File: config.mk
export PLATFORM = sky130hd
export DESIGN_NAME = walksat_sequencer
export DESIGN_NICKNAME = d
export VERILOG_FILES = /design/src/rtl/walksat_pkg.sv /design/src/rtl/walksat_budget_counter.sv /design/src/rtl/walksat_sequencer.sv
export SDC_FILE = /design/constraint.sdc
export NUM_CORES = 1
export LEC_CHECK = 0
export BUFFER_PORTS_ARGS = -buffer_cell sky130_fd_sc_hd__buf_2
export CORE_ASPECT_RATIO = 0.7
export CORE_UTILIZATION = 25
export DETAILED_ROUTE_END_ITERATION = 8
export HOLD_SLACK_MARGIN = 0.05
export PLACE_DENSITY = 0.44
export SLEW_MARGIN = 40
export SYNTH_ARGS = -nofsm -noshare
export SYNTH_HDL_FRONTEND = slang
export SYNTH_SLANG_ARGS = --single-unit
export TNS_END_PERCENT = 100
File: constraint.sdc
create_clock -name clk -period 3.2 [get_ports clk]
set_clock_uncertainty 0.1 [all_clocks]
set_input_delay 0.16 -clock clk [delete_from_list [all_inputs] [get_ports clk]]
set_output_delay 0.16 -clock clk [all_outputs]
set_load 0.05 [all_outputs]
File: src/rtl/walksat_pkg.sv
// -----------------------------------------------------------------------------
// walksat_pkg
// Shared definitions for the WalkSAT run sequencer: FSM state encoding, loop
// stage indices (bit positions of stage_req_o / stage_ack_i) and load-target
// table selects (load_sel_i codes).
// -----------------------------------------------------------------------------
package walksat_pkg;

    typedef enum logic [3:0] {
        ST_IDLE    = 4'd0,
        ST_LOAD    = 4'd1,
        ST_SELECT  = 4'd2,
        ST_READ_CT = 4'd3,
        ST_READ_VT = 4'd4,
        ST_EVAL    = 4'd5,
        ST_GATHER  = 4'd6,
        ST_CHECK   = 4'd7,
        ST_RESTART = 4'd8,
        ST_DONE    = 4'd9
    } state_e;

    // Loop stage indices into the req/ack vectors
    localparam int STG_SELECT  = 0;
    localparam int STG_READ_CT = 1;
    localparam int STG_READ_VT = 2;
    localparam int STG_EVAL    = 3;
    localparam int STG_GATHER  = 4;

    // Load targets; TBL_NONE is the illegal code whose beats are dropped
    localparam logic [1:0] TBL_ATT  = 2'd0;
    localparam logic [1:0] TBL_CT   = 2'd1;
    localparam logic [1:0] TBL_UCB  = 2'd2;
    localparam logic [1:0] TBL_NONE = 2'd3;

endpackage

File: src/rtl/walksat_budget_counter.sv
// -----------------------------------------------------------------------------
// walksat_budget_counter
// Flip and try counters for the WalkSAT sequencer, with saturation and budget
// compares against the live budget inputs.
//   clear_i        : clear both counters (start of a run)
//   flip_inc_i     : one more flip (saturating at all-ones)
//   flip_clr_i     : clear the flip counter only (restart of a try)
//   try_inc_i      : one more completed try (saturating)
//   max_flips_i    : flips per try, 0 = unlimited
//   max_tries_i    : tries per run, 0 behaves as 1
//   flip_count_o / try_count_o : current counts
//   flip_limit_o   : the flip about to be counted is the last of this try
//   try_limit_o    : the try about to end is the last of this run
// -----------------------------------------------------------------------------
module walksat_budget_counter #(
    parameter int FLIP_WIDTH = 32,
    parameter int TRY_WIDTH  = 8
) (
    input  logic                  clk,
    input  logic                  rst,
    input  logic                  clear_i,
    input  logic                  flip_inc_i,
    input  logic                  flip_clr_i,
    input  logic                  try_inc_i,
    input  logic [FLIP_WIDTH-1:0] max_flips_i,
    input  logic [TRY_WIDTH-1:0]  max_tries_i,
    output logic [FLIP_WIDTH-1:0] flip_count_o,
    output logic [TRY_WIDTH-1:0]  try_count_o,
    output logic                  flip_limit_o,
    output logic                  try_limit_o
);

    logic [FLIP_WIDTH-1:0] flip_q, flip_d;
    logic [TRY_WIDTH-1:0]  try_q, try_d;
    logic [TRY_WIDTH-1:0]  eff_tries_s;

    // Budget compares: one bit wider so count+1 never wraps before comparing
    always_comb begin
        eff_tries_s  = (max_tries_i == '0) ? TRY_WIDTH'(1) : max_tries_i;
        flip_limit_o = (max_flips_i != '0) &&
                       (({1'b0, flip_q} + (FLIP_WIDTH+1)'(1)) == {1'b0, max_flips_i});
        try_limit_o  = ({1'b0, try_q} + (TRY_WIDTH+1)'(1)) >= {1'b0, eff_tries_s};
    end

    // Next-count logic with clear priority and saturation
    always_comb begin
        flip_d = flip_q;
        try_d  = try_q;
        if (clear_i) begin
            flip_d = '0;
            try_d  = '0;
        end else begin
            if (flip_clr_i) begin
                flip_d = '0;
            end else if (flip_inc_i && (flip_q != '1)) begin
                flip_d = flip_q + FLIP_WIDTH'(1);
            end else begin
                flip_d = flip_q;
            end
            if (try_inc_i && (try_q != '1)) begin
                try_d = try_q + TRY_WIDTH'(1);
            end else begin
                try_d = try_q;
            end
        end
    end

    // Counter registers
    always_ff @(posedge clk) begin
        if (rst) begin
            flip_q <= '0;
            try_q  <= '0;
        end else begin
            flip_q <= flip_d;
            try_q  <= try_d;
        end
    end

    assign flip_count_o = flip_q;
    assign try_count_o  = try_q;

endmodule

File: src/rtl/walksat_sequencer.sv
// -----------------------------------------------------------------------------
// walksat_sequencer
// Top-level WalkSAT run controller. Loads the tables, then repeatedly walks
// the flip loop SELECT -> READ_CT -> READ_VT -> EVAL -> GATHER -> CHECK with a
// req/ack handshake per stage, restarting tries and stopping on a satisfying
// assignment, an exhausted budget or abort.
//   start / abort              : run control
//   max_flips_i / max_tries_i  : live budgets (0 flips = unlimited, 0 tries = 1)
//   load_*                     : host load beats; load_ready_o high in LOAD
//   tbl_wr_en_o                : one-hot table write strobe (ATT, CT, UCB)
//   stage_req_o / stage_ack_i  : per-stage handshake, one-hot request
//   unsat_count_i              : unsat clause count seen in CHECK
//   restart_o                  : one-cycle re-randomise pulse
//   flip_count_o / try_count_o : status counters
//   busy_o / done_o / sat_o    : run status
// -----------------------------------------------------------------------------
module walksat_sequencer
    import walksat_pkg::*;
#(
    parameter int NUM_STAGES      = 5,
    parameter int FLIP_WIDTH      = 32,
    parameter int TRY_WIDTH       = 8,
    parameter int UCB_COUNT_WIDTH = 12,
    parameter int NUM_TABLES      = 3
) (
    input  logic                       clk,
    input  logic                       rst,
    input  logic                       start,
    input  logic                       abort,
    input  logic [FLIP_WIDTH-1:0]      max_flips_i,
    input  logic [TRY_WIDTH-1:0]       max_tries_i,
    input  logic                       load_valid_i,
    input  logic [1:0]                 load_sel_i,
    input  logic                       load_last_i,
    output logic                       load_ready_o,
    output logic [NUM_TABLES-1:0]      tbl_wr_en_o,
    output logic [NUM_STAGES-1:0]      stage_req_o,
    input  logic [NUM_STAGES-1:0]      stage_ack_i,
    input  logic [UCB_COUNT_WIDTH-1:0] unsat_count_i,
    output logic                       restart_o,
    output logic [FLIP_WIDTH-1:0]      flip_count_o,
    output logic [TRY_WIDTH-1:0]       try_count_o,
    output logic                       busy_o,
    output logic                       done_o,
    output logic                       sat_o
);

    state_e state_q, state_d;
    logic   sat_q, sat_d;
    logic   cnt_clear_s, flip_inc_s, flip_clr_s, try_inc_s;
    logic   flip_limit_s, try_limit_s;

    walksat_budget_counter #(
        .FLIP_WIDTH (FLIP_WIDTH),
        .TRY_WIDTH  (TRY_WIDTH)
    ) u_budget (
        .clk          (clk),
        .rst          (rst),
        .clear_i      (cnt_clear_s),
        .flip_inc_i   (flip_inc_s),
        .flip_clr_i   (flip_clr_s),
        .try_inc_i    (try_inc_s),
        .max_flips_i  (max_flips_i),
        .max_tries_i  (max_tries_i),
        .flip_count_o (flip_count_o),
        .try_count_o  (try_count_o),
        .flip_limit_o (flip_limit_s),
        .try_limit_o  (try_limit_s)
    );

    // Next-state, sat flag and counter control
    always_comb begin
        state_d     = state_q;
        sat_d       = sat_q;
        cnt_clear_s = 1'b0;
        flip_inc_s  = 1'b0;
        flip_clr_s  = 1'b0;
        try_inc_s   = 1'b0;
        // abort wins over everything, including start while already in DONE
        if (abort && (state_q != ST_IDLE)) begin
            state_d = ST_DONE;
            sat_d   = 1'b0;
        end else begin
            case (state_q)
                ST_IDLE, ST_DONE: begin
                    if (start) begin
                        state_d     = ST_LOAD;
                        sat_d       = 1'b0;
                        cnt_clear_s = 1'b1;
                    end else begin
                        state_d = state_q;
                    end
                end
                // last without valid is not a beat and is ignored
                ST_LOAD:    state_d = (load_valid_i && load_last_i) ? ST_SELECT : ST_LOAD;
                ST_SELECT:  state_d = stage_ack_i[STG_SELECT]  ? ST_READ_CT : ST_SELECT;
                ST_READ_CT: state_d = stage_ack_i[STG_READ_CT] ? ST_READ_VT : ST_READ_CT;
                ST_READ_VT: state_d = stage_ack_i[STG_READ_VT] ? ST_EVAL    : ST_READ_VT;
                ST_EVAL:    state_d = stage_ack_i[STG_EVAL]    ? ST_GATHER  : ST_EVAL;
                ST_GATHER:  state_d = stage_ack_i[STG_GATHER]  ? ST_CHECK   : ST_GATHER;
                ST_CHECK: begin
                    if (unsat_count_i == '0) begin
                        state_d = ST_DONE;
                        sat_d   = 1'b1;
                    end else begin
                        flip_inc_s = 1'b1;
                        if (flip_limit_s) begin
                            if (try_limit_s) begin
                                // final try: count it here since RESTART is skipped
                                state_d   = ST_DONE;
                                sat_d     = 1'b0;
                                try_inc_s = 1'b1;
                            end else begin
                                state_d = ST_RESTART;
                            end
                        end else begin
                            state_d = ST_SELECT;
                        end
                    end
                end
                ST_RESTART: begin
                    flip_clr_s = 1'b1;
                    try_inc_s  = 1'b1;
                    state_d    = ST_SELECT;
                end
                default: state_d = ST_IDLE;
            endcase
        end
    end

    // State and sat registers
    always_ff @(posedge clk) begin
        if (rst) begin
            state_q <= ST_IDLE;
            sat_q   <= 1'b0;
        end else begin
            state_q <= state_d;
            sat_q   <= sat_d;
        end
    end

    // One-hot stage request decoded from the registered state
    always_comb begin
        stage_req_o = '0;
        case (state_q)
            ST_SELECT:  stage_req_o[STG_SELECT]  = 1'b1;
            ST_READ_CT: stage_req_o[STG_READ_CT] = 1'b1;
            ST_READ_VT: stage_req_o[STG_READ_VT] = 1'b1;
            ST_EVAL:    stage_req_o[STG_EVAL]    = 1'b1;
            ST_GATHER:  stage_req_o[STG_GATHER]  = 1'b1;
            default:    stage_req_o = '0;
        endcase
    end

    // Table write strobe follows the beat combinationally; TBL_NONE drops it
    always_comb begin
        tbl_wr_en_o = '0;
        if ((state_q == ST_LOAD) && load_valid_i && (load_sel_i != TBL_NONE)) begin
            tbl_wr_en_o = NUM_TABLES'(1) << load_sel_i;
        end else begin
            tbl_wr_en_o = '0;
        end
    end

    assign load_ready_o = (state_q == ST_LOAD);
    assign restart_o    = (state_q == ST_RESTART);
    assign busy_o       = (state_q != ST_IDLE) && (state_q != ST_DONE);
    assign done_o       = (state_q == ST_DONE);
    assign sat_o        = sat_q;

endmodule

After elaboration in Yosys (flattened, before gate mapping). Cells that the tools add are included.

Bits in registers: 45. Input port bits: 65. Output and inout bits: 53. Logic and storage cells: 85.

Add/sub/neg operators: 4. Order comparisons: 1. Eq/ne operators: 18. Shift-type cells: 1. Mux-type cells: 37. Reduce and logical (&&, ||, !) cells: 19.

Operators with widths (count): case mux 4 bit (9 select lines) (1); adder 32 x 1 -> 33 bit (second input constant) (1); == test 33 x 32 -> 1 bit (1); adder 32 x 1 -> 32 bit (second input constant) (1); != test 32 bit (second input constant) (1); nonzero test 32 bit (1); 2-to-1 mux 1 bit (25); == test 4 x 3 -> 1 bit (second input constant) (4); 2-to-1 mux 4 bit (4); logical NOT 12 bit (1); adder 8 x 1 -> 9 bit (second input constant) (1); greater-or-equal comparator 9 x 8 -> 1 bit (1); != test 3 bit (second input constant) (3); adder 8 x 1 -> 8 bit (second input constant) (1); == test 4 x 2 -> 1 bit (second input constant) (2); == test 4 bit (second input constant) (2); logical AND 1 bit (8); logical NOT 8 bit (1); 2-to-1 mux 8 bit (1); != test 8 bit (second input constant) (1); 2-to-1 mux 3 bit (2); OR reduction 2 bit (3); == test 4 x 1 -> 1 bit (second input constant) (1); logical NOT 4 bit (1); other kinds (9) (12).

Depth between registers and ports, before layout. Gate-level depths: netlist (run 1).

Depth in word-level cells: 9. Mapped depth: 12. Mapped depth without buffers: 12.

By module. A second synthesis (run 1) with hierarchy kept.

Cell total of the unflattened synthesis: 498. Area total of the unflattened synthesis: 3873.7 µm².

By module, submodules not included: walksat_budget_counter (instances 1, cells each 419, area an instance 3288.2 µm², sequential area each 800.8 µm²); walksat_sequencer (instances 1, cells each 79, area an instance 585.6 µm², sequential area each 100.1 µm²).

Least setup slack after synthesis (run 1). Ideal clock, no wire load.

Path type: register to register. Start point: register u_budget.flip_q[0] (netlist: u_budget.flip_count_o[0]). End point: register u_budget.try_q[6] (netlist: u_budget.try_count_o[6]). Library setup time: 0.119 ns. Arrival: 3.645 ns. Required time: 2.981 ns. Setup slack: -0.664 ns. Stages on the path, launching flop included: 12. Buffers on the path: 1. Clock period less this slack: 3.864 ns. Cell sequence: dfxtp_1 -> ha_1 -> nand3_1 -> or3_1 -> clkbuf_2 -> or4_1 -> a21oi_1 -> o311ai_0 -> or4_4 -> o31ai_4 -> and4b_2 -> nor3_1.

Word-level cells in the longest chain between the ends: 8.

RTL lines: from (decl) (RTL line walksat_budget_counter.sv:33) `logic [FLIP_WIDTH-1:0] flip_q, flip_d;`; from (signal assigned) (RTL line walksat_budget_counter.sv:74) `flip_q <= flip_d;`; adder 32 x 1 -> 33 bit (RTL line walksat_budget_counter.sv:41) `(({1'b0, flip_q} + (FLIP_WIDTH+1)'(1)) == {1'b0, max_flips_i});`; == test 33 x 32 -> 1 bit (RTL line walksat_budget_counter.sv:41); logical AND 1 bit (RTL line walksat_budget_counter.sv:40) `flip_limit_o = (max_flips_i != '0) &&`; 2-to-1 mux 1 bit (RTL line walksat_sequencer.sv:107) `if (flip_limit_s) begin`; 2-to-1 mux 1 bit (RTL line walksat_sequencer.sv:102) `if (unsat_count_i == '0) begin`; case mux 1 bit (2 select lines) (RTL line walksat_sequencer.sv:84) `case (state_q)`; 2-to-1 mux 1 bit (RTL line walksat_sequencer.sv:80) `if (abort && (state_q != ST_IDLE)) begin`; logical AND 1 bit (RTL line walksat_budget_counter.sv:60) `if (try_inc_i && (try_q != '1)) begin`; to (signal assigned) (RTL line walksat_budget_counter.sv:75) `try_q <= try_d;`; to (decl) (RTL line walksat_budget_counter.sv:34) `logic [TRY_WIDTH-1:0] try_q, try_d;`.

Every way passes these cells. A chain may end at the register's enable or synchronous reset.

Worst setup path in the final report (run 1).
Start point: register u_budget.flip_q[1] (netlist: u_budget.flip_count_o[1]). End point: register u_budget.try_q[6] (netlist: u_budget.try_count_o[6]).

The elaborated chain is that of the path after synthesis.

==> results.txt, run 1 <==
----------------------------------------------------
[Run status]
  Status ... complete, but fails checks
  Violations in the final reports ... setup timing

[Timing]
  Max frequency ... 311 MHz
  Final hold violation count ... 0
  Final hold slack ... 0.120 ns
  RSZ-0062 raised after global routing ... true
  Final-report setup violation count ... 2
  Setup slack after layout ... -0.0130 ns
  Min Tclk post-route ... 3.21 ns
  Actual transition at the worst max-transition pin ... 0.656 ns
  Number of pins with negative max-slew slack in the final report ... 0
  Max-slew headroom at the worst pin ... 55.8%
  Post-route fraction of the period consumed by the critical path ... 100%

[Layout]
  Multi-input gate area ... 2870 sq um
  Proportion of layout cells with a drive suffix above 1 ... 38.5%
  Count of nets after finishing ... 752
  Synthesis-to-finish area growth ... 42.7%
  Antenna Diode Count ... 0
  Number of filler instances in the final layout ... 1,603
  Final design utilization ... 36.9%
  Flip-flop and latch area ... 976 sq um

[Synthesis]
  Area share of the leading cell type in the synthesized netlist ... 23.5%
  Dominant synthesized flop cell ... dfxtp_1
  Share of synthesized registers carrying an async set or reset ... 0%
  Register area share after synthesis ... 23.5%
  Number of enable-type register cells in the synthesized netlist ... 0
  Biggest area consumer among synthesized cells ... dfxtp_1
  Number of register bits inferred by synthesis ... 45
  Ranking of synthesized cells by instance count ... 53 x nor2_1, 45 x dfxtp_1, 44 x xnor2_1, 39 x nand2_1, 24 x xor2_1
  Count of cell types in the netlist ... 65
  Mean instance size in the synthesized netlist ... 7.60 sq um
  Cell Area, Synth ... 3830 sq um
  Cell count after synthesis ... 504
  Net Count, Synth ... 579
  Top area cells in the synthesized netlist ... dfxtp_1 24%, xnor2_1 10%, xor2_1 5.5%
  Synth Warn # ... 0
  Count leader, synth ... nor2_1

[Critical path]
  Flop-to-flop setup slack ... -0.01 ns
  End of the worst register-to-register path ... u_budget.try_count_o[6]
  Crit path capture type ... flip-flop
  Data arrival, critical path ... 3.30 ns
  Critical path class ... flip-flop to flip-flop
  Worst reg2reg path depth ... 9
  Origin of the worst setup path ... u_budget.flip_count_o[1]
  Crit path launch type ... flip-flop
  Ordered list of cells on the worst path ... ha_4 -> xnor2_1 -> o2111ai_1 -> a2111o_1 -> or4_4 -> or4_4 -> o31ai_4 -> and4b_2 -> nor3_1
  Largest incremental delay on the critical path ... 0.56 ns
  Top cell by count, worst path ... or4_4
  WP data required ... 3.28 ns
  Largest fanout of any net on the critical path ... 6
  Reg2Reg Launch Point ... u_budget.flip_count_o[1]
  Critical Path Slowest Stage Cell ... or4_4

[Power]
  Tot Pwr ... 1700 uW
  Leakage power ... 0.00228 uW
  Power density cells ... 311 nW/um^2
  Peak ir drop on the vdd network ... 0.178 mV

[Floorplan]
  Full die area ... 15,800 sq um
  Floorplan core area ... 14,800 sq um
  Ports placed on the boundary ... 118
  Cell row count ... 37
  Initial standard-cell utilization of the core ... 25.9%
  Vertical extent of the die ... 106 um
  Chip width ... 150 um

[Global route]
  Number of global-route vias before repair ... 4,007
  Global routing met2 resource utilization ... 25.3%
  Global-route wire length before repair ... 21,000 um
  Busiest layer in global routing ... met1
  Congestion Overflow GR ... 0
  Met1 capacity usage during global routing ... 25.5%
  GR Util met3 ... 2.60%
  GRT Resource Usage Total ... 16.9%
  Largest net degree at the start of global routing ... 33
  Number of antenna violations at the first check in global routing ... 0

[Clock tree]
  Number of buffers between clock root and the deepest sink ... 2
  TritonCTS clock tree ... yes
  H-tree depth ... 2
  Source-to-sink clock delay at the later pin of the worst-skew pair ... 0.29 ns
  Clock net sink count ... 45
  Cell at the root of the clock tree ... clkbuf_16
  TritonCTS buffer count ... 5
  CTS clk-pin slew, worst paths ... 0.07 ns

[Drt]
  Count of vias placed by the detailed router ... 4,345
  Wire length after detailed routing ... 13,300 um
  Avg Vias per Cell ... 4.98
  Final antenna-violating net count ... 0
  Number of design-rule violations left by the first detailed-router iteration ... 224
  Wire length per cell after detailed routing ... 15.3 um
  DRC violation count after routing ... 0
  Length of the first detailed-routing pass in iterations ... 4

[Place]
  Count of input and output buffers ... 117
  Final RePlAce weighted congestion ... 0.840
  HPWL reported at the end of detailed placement ... 11,100 um

[Hold path]
  End of the worst hold path ... state_q[0]
  Number of cells traversed by the worst hold path ... 3
  Min-delay worst type ... input pin to flip-flop
  Launch point of the worst hold path ... start

[Run]
  Reported max-cap violation count ... 0

----------------------------------------------------
==> state kept, by name, indices dropped and copies added, names as in the netlist <==
name / flops
u_budget.flip_count_o: 32
state_q: 4
u_budget.try_count_o: 8
sat_o: 1
==> kinds of logic after synthesis <==
family / synth area share (%)
flops: 23.5
simple gates: 35.5
xor+xnor: 15.5
fa+ha+maj: 3.26
mux: 0.784
compound gates: 16.6
buf+inv: 4.90
==> layout by cell type, fill, tap and decap left out, types with 3 or more instances in the layout <==
master	netlist	layout
buf_2	11	117
buf_4	2	76
nor2_1	53	52
xnor2_1	44	44
nand2_1	39	37
xor2_1	24	24
nand4_1	22	22
nor3_1	23	21
nand3_1	20	19
dfxtp_1	45	19
a21oi_1	18	18
nor4_1	17	17
dfxtp_4	0	17
inv_1	16	16
o21ai_0	17	14
or3_1	12	11
ha_1	10	9
dfxtp_2	0	9
nand2b_1	8	8
and3_1	6	6
nor3b_1	6	6
and4_1	6	6
or4_1	5	5
a31oi_1	6	5
a31o_2	5	5
nor2b_1	5	5
clkbuf_16	0	5
a21o_1	4	4
a211oi_1	4	4
o211ai_1	4	4
nor3_2	2	3
o2111ai_1	4	3
o311ai_0	4	3
mux2i_1	3	3
==> report_power, final <==
part	total, uW	internal, uW	leakage [uW]	switching [uW]
clock network	550	296	0.0000751	253
registers	600	562	0.000381	38.4
logic	551	181	0.00183	370
total	1700	1040	0.00228	662
==> metrics by stage <==
step | instance area, sq um | instances | setup WS, ns | TNS, ns
after floorplan | 3980 | 504 | -0.191 | -0.506
after global placement | 5210 | 862 | -0.0900 | -0.187
after detailed placement | 5210 | 862 | -0.152 | -0.439
after CTS | 5390 | 871 | 0.00291 | 0
after global routing | 5470 | 873 | -0.105 | -0.497
final | 5470 | 873 | -0.0130 | -0.0207
==> per-layer routing <==
metal | routed length, um | share of wire, %
met1 | 6880 | 52
met2 | 5710 | 43
met3 | 691 | 5.2
met4 | 52 | 0.39
met5 | 0 | 0
==> area by class of cell <==
type                       instances  share of cell area (%)
tap                              195                    4.46
clock inverter                     3                   0.435
sequential                        45                    17.8
timing repair buffer             194                    21.3
clock buffer                       5                    2.29
multi-input combinational        415                    52.5
inverter                          16                    1.10
==> worst max path at each step <==
| stage | end | cells after the start |
|---|---|---|
| after global routing | u_budget.try_count_o[4] | 11 |
| after floorplan | u_budget.try_count_o[6] | 10 |
| after detailed placement | u_budget.try_count_o[6] | 9 |
| after global placement | u_budget.try_count_o[6] | 9 |
| after CTS | u_budget.try_count_o[3] | 11 |
| final | u_budget.try_count_o[6] | 9 |
==> critical path: cells and delay by family (launching register included) <==
kind	cells	cell delay (ns)
AO/OA/AOI/OAI	3	0.87
XOR/XNOR	1	0.14
adder cells (fa/ha/maj)	1	0.24
flip-flops	1	0.37
AND/OR/NAND/NOR	4	1.39
==> repair_timing <==
action                                  4_1_cts  5_1_grt
endpoints found under the hold margin         2        0
hold buffers                                  1        0
pin swaps                                     1        5
buffers inserted                              0        2
cloned                                        0        0
resized for setup                             4       13
endpoints found under the setup margin        6        9
No activity file was read; power rests on OpenSTA's default activity.
==> run 2, diff against run 1 <==
--- a/config.mk
+++ b/config.mk
@@ -7,10 +7,10 @@
 export LEC_CHECK = 0
 export BUFFER_PORTS_ARGS = -buffer_cell sky130_fd_sc_hd__buf_2
 export CORE_ASPECT_RATIO = 0.7
-export CORE_UTILIZATION = 25
+export CORE_UTILIZATION = 47
 export DETAILED_ROUTE_END_ITERATION = 8
 export HOLD_SLACK_MARGIN = 0.05
-export PLACE_DENSITY = 0.44
+export PLACE_DENSITY = 0.77
 export SLEW_MARGIN = 40
 export SYNTH_ARGS = -nofsm -noshare
 export SYNTH_HDL_FRONTEND = slang
==> run 2 against run 1 <==
The flow still finishes with violations (setup timing). Sequential power decreased by 2%. Via count increased by 3.8%. Register-to-register slack got worse by 0.06 ns. Die area decreased by 46%. Cell area decreased by 2.4%. Core utilization increased by 31 points. Largest cell class unchanged.
==> results.txt, run 2 (synthesis results as in run 1) <==
----------------------------------------------------
[Run status]
  Status ... complete, but fails checks
  Violations in the final reports ... setup timing

[Critical path]
  Ordered list of cells on the worst path ... nand3_4 -> or4_1 -> o21ai_2 -> nand4_1 -> or4_4 -> or4_4 -> o31ai_4 -> and4b_2 -> nor3_2
  Top cell by count, worst path ... or4_4
  Crit path launch type ... flip-flop
  Flop-to-flop setup slack ... -0.08 ns
  Largest fanout of any net on the critical path ... 6
  Last element of the critical path ... u_budget.try_count_o[4]
  Bufs and invs on worst path ... 0
  Reg2Reg Launch Point ... u_budget.flip_count_o[0]
  Worst reg2reg path depth ... 9
  WP data required ... 3.28 ns
  Crit path capture type ... flip-flop
  Data arrival, critical path ... 3.35 ns
  Cell family with most CP delay ... simple AND/OR/NAND/NOR gates
  Critical path class ... flip-flop to flip-flop
  End of the worst register-to-register path ... u_budget.try_count_o[4]
  Stages on the worst setup path ... 9
  Largest incremental delay on the critical path ... 0.57 ns
  Origin of the worst setup path ... u_budget.flip_count_o[0]
  Critical Path Slowest Stage Cell ... or4_4

[Drt]
  Count of vias placed by the detailed router ... 4,511
  Wire length after detailed routing ... 12,100 um
  Final antenna-violating net count ... 0
  Avg Vias per Cell ... 5.81
  Wire length per cell after detailed routing ... 15.6 um
  Number of design-rule violations left by the first detailed-router iteration ... 376
  DRC violation count after routing ... 0
  Length of the first detailed-routing pass in iterations ... 5

[Timing]
  Post-route fraction of the period consumed by the critical path ... 102%
  Final hold violation count ... 0
  Max-slew headroom at the worst pin ... 62.7%
  Number of pins with negative max-slew slack in the final report ... 0
  Final hold slack ... 0.126 ns
  Min Tclk post-route ... 3.28 ns
  Actual transition at the worst max-transition pin ... 0.555 ns
  Setup slack after layout ... -0.0769 ns
  RSZ-0062 raised after global routing ... true
  Max frequency ... 305 MHz
  Final-report setup violation count ... 5

[Layout]
  Top library cells by usage in the layout, fill and taps aside ... 117 x buf_2, 73 x buf_4, 52 x nor2_1
  Multi-input gate area ... 2880 sq um
  Number of standard cells in the layout, taps in and fillers out ... 776
  Antenna Diode Count ... 0
  Proportion of layout cells with a drive suffix above 1 ... 38.7%
  Most common cell after layout, fill and taps aside ... buf_2
  Flip-flop count of the largest register after layout ... 32
  Synthesis-to-finish area growth ... 39.2%
  Number of filler instances in the final layout ... 681
  Count of nets after finishing ... 749
  Flip-flop and latch area ... 973 sq um

[Global route]
  Number of global-route vias before repair ... 3,999
  Congestion Overflow GR ... 0
  Number of antenna violations at the first check in global routing ... 0
  Global-route wire length before repair ... 19,200 um
  GRT Resource Usage Total ... 28.2%
  Largest net degree at the start of global routing ... 33

[Place]
  Count of input and output buffers ... 117
  HPWL reported at the end of detailed placement ... 9480 um
  Final RePlAce weighted congestion ... 0.950
  Placed Cells incl. Taps ... 759

[Clock tree]
  TritonCTS buffer count ... 5
  CTS clk-pin slew, worst paths ... 0.06 ns
  TritonCTS clock tree ... yes
  Clock net sink count ... 45
  Source-to-sink clock delay at the later pin of the worst-skew pair ... 0.29 ns
  Cell at the root of the clock tree ... clkbuf_16
  H-tree depth ... 2
  Number of buffers between clock root and the deepest sink ... 2

[Floorplan]
  Ports placed on the boundary ... 118
  Floorplan core area ... 7870 sq um
  Vertical extent of the die ... 77.6 um
  Chip width ... 110 um
  Full die area ... 8530 sq um
  Cell row count ... 27
  Initial standard-cell utilization of the core ... 48.7%

[Run]
  Reported max-cap violation count ... 0

[Power]
  Power density cells ... 316 nW/um^2
  Leakage power ... 0.00226 uW
  Peak ir drop on the vdd network ... 0.248 mV

[Hold path]
  Min-delay worst type ... input pin to flip-flop

----------------------------------------------------
==> run 2: changes by cell type in the layout (fill, tap and decap cells not counted), moves of 2 or more <==
| cell | delta |
|---|---|
| a21oi_1 | -2 |
| inv_6 | -2 |
| a21oi_2 | +2 |
| buf_4 | -3 |
==> run 2: worst reg2reg max path: cells and delay by family (launching register included) <==
kind | cells | cell delay, ns
flops | 1 | 0.39
simple gates | 7 | 2.18
compound gates | 2 | 0.50
==> run 2: per-stage QoR <==
step | util (%) | setup WS [ns] | total power [uW] | area (sq um) | setup TNS, ns
2_1_floorplan | - | -0.191 | 991 | 3980 | -0.506
6_report | 67.8 | -0.0769 | 1690 | 5330 | -0.235
3_5_place_dp | 63.8 | -0.112 | 1150 | 5020 | -0.258
5_1_grt | 67.8 | -0.0961 | 1770 | 5330 | -0.463
3_3_place_gp | 63.8 | -0.0466 | 1150 | 5020 | -0.0872
4_1_cts | 66.4 | -0.000519 | 1690 | 5220 | -0.000519
==> run 2: cell type report <==
class / instances / share of cell area [%]
clock buffers: 7 / 2.67
clock inverters: 1 / 0.117
inverters: 16 / 1.13
multi-input cells: 415 / 54.0
flip-flops and latches: 45 / 18.3
well taps: 101 / 2.37
repair buffers: 191 / 21.4
==> run 2: repair_timing <==
item / in CTS / in global routing
pin swaps: 2 / 13
hold buffers: 1 / 0
endpoints found under the setup margin: 8 / 9
resized for setup: 8 / 13
endpoints found under the hold margin: 2 / 0
buffers inserted: 1 / 7
==> run 2: how the worst min path moves through the flow <==
stage | start | end | slack, ns | cells past startpoint
after global placement | rst | state_q[3] | 0.29 | 2
after CTS | start | state_q[0] | 0.12 | 3
after global routing | start | state_q[0] | 0.13 | 3
after detailed placement | rst | state_q[3] | 0.29 | 2
final | start | state_q[0] | 0.13 | 3
after floorplan | rst | state_q[3] | 0.13 | 1
==> run 2: where the power goes <==
part           total, uW  switching, uW  internal [uW]  leakage (uW)
clock                530            218            312     0.0000744
combinational        568            379            189       0.00180
sequential           590           26.8            563      0.000381
==> run 2: per-layer routing <==
layer | part of all wire [%] | GRT usage, % | vias up | wire [um]
met5 | 0 | 0 | - | 0
met4 | 0.75 | 5.60 | 0 | 91
met3 | 8.6 | 4.87 | 9 | 1050
met2 | 46 | 46.2 | 195 | 5560
met1 | 45 | 38.5 | 2113 | 5400
li1 | - | - | 2194 | -
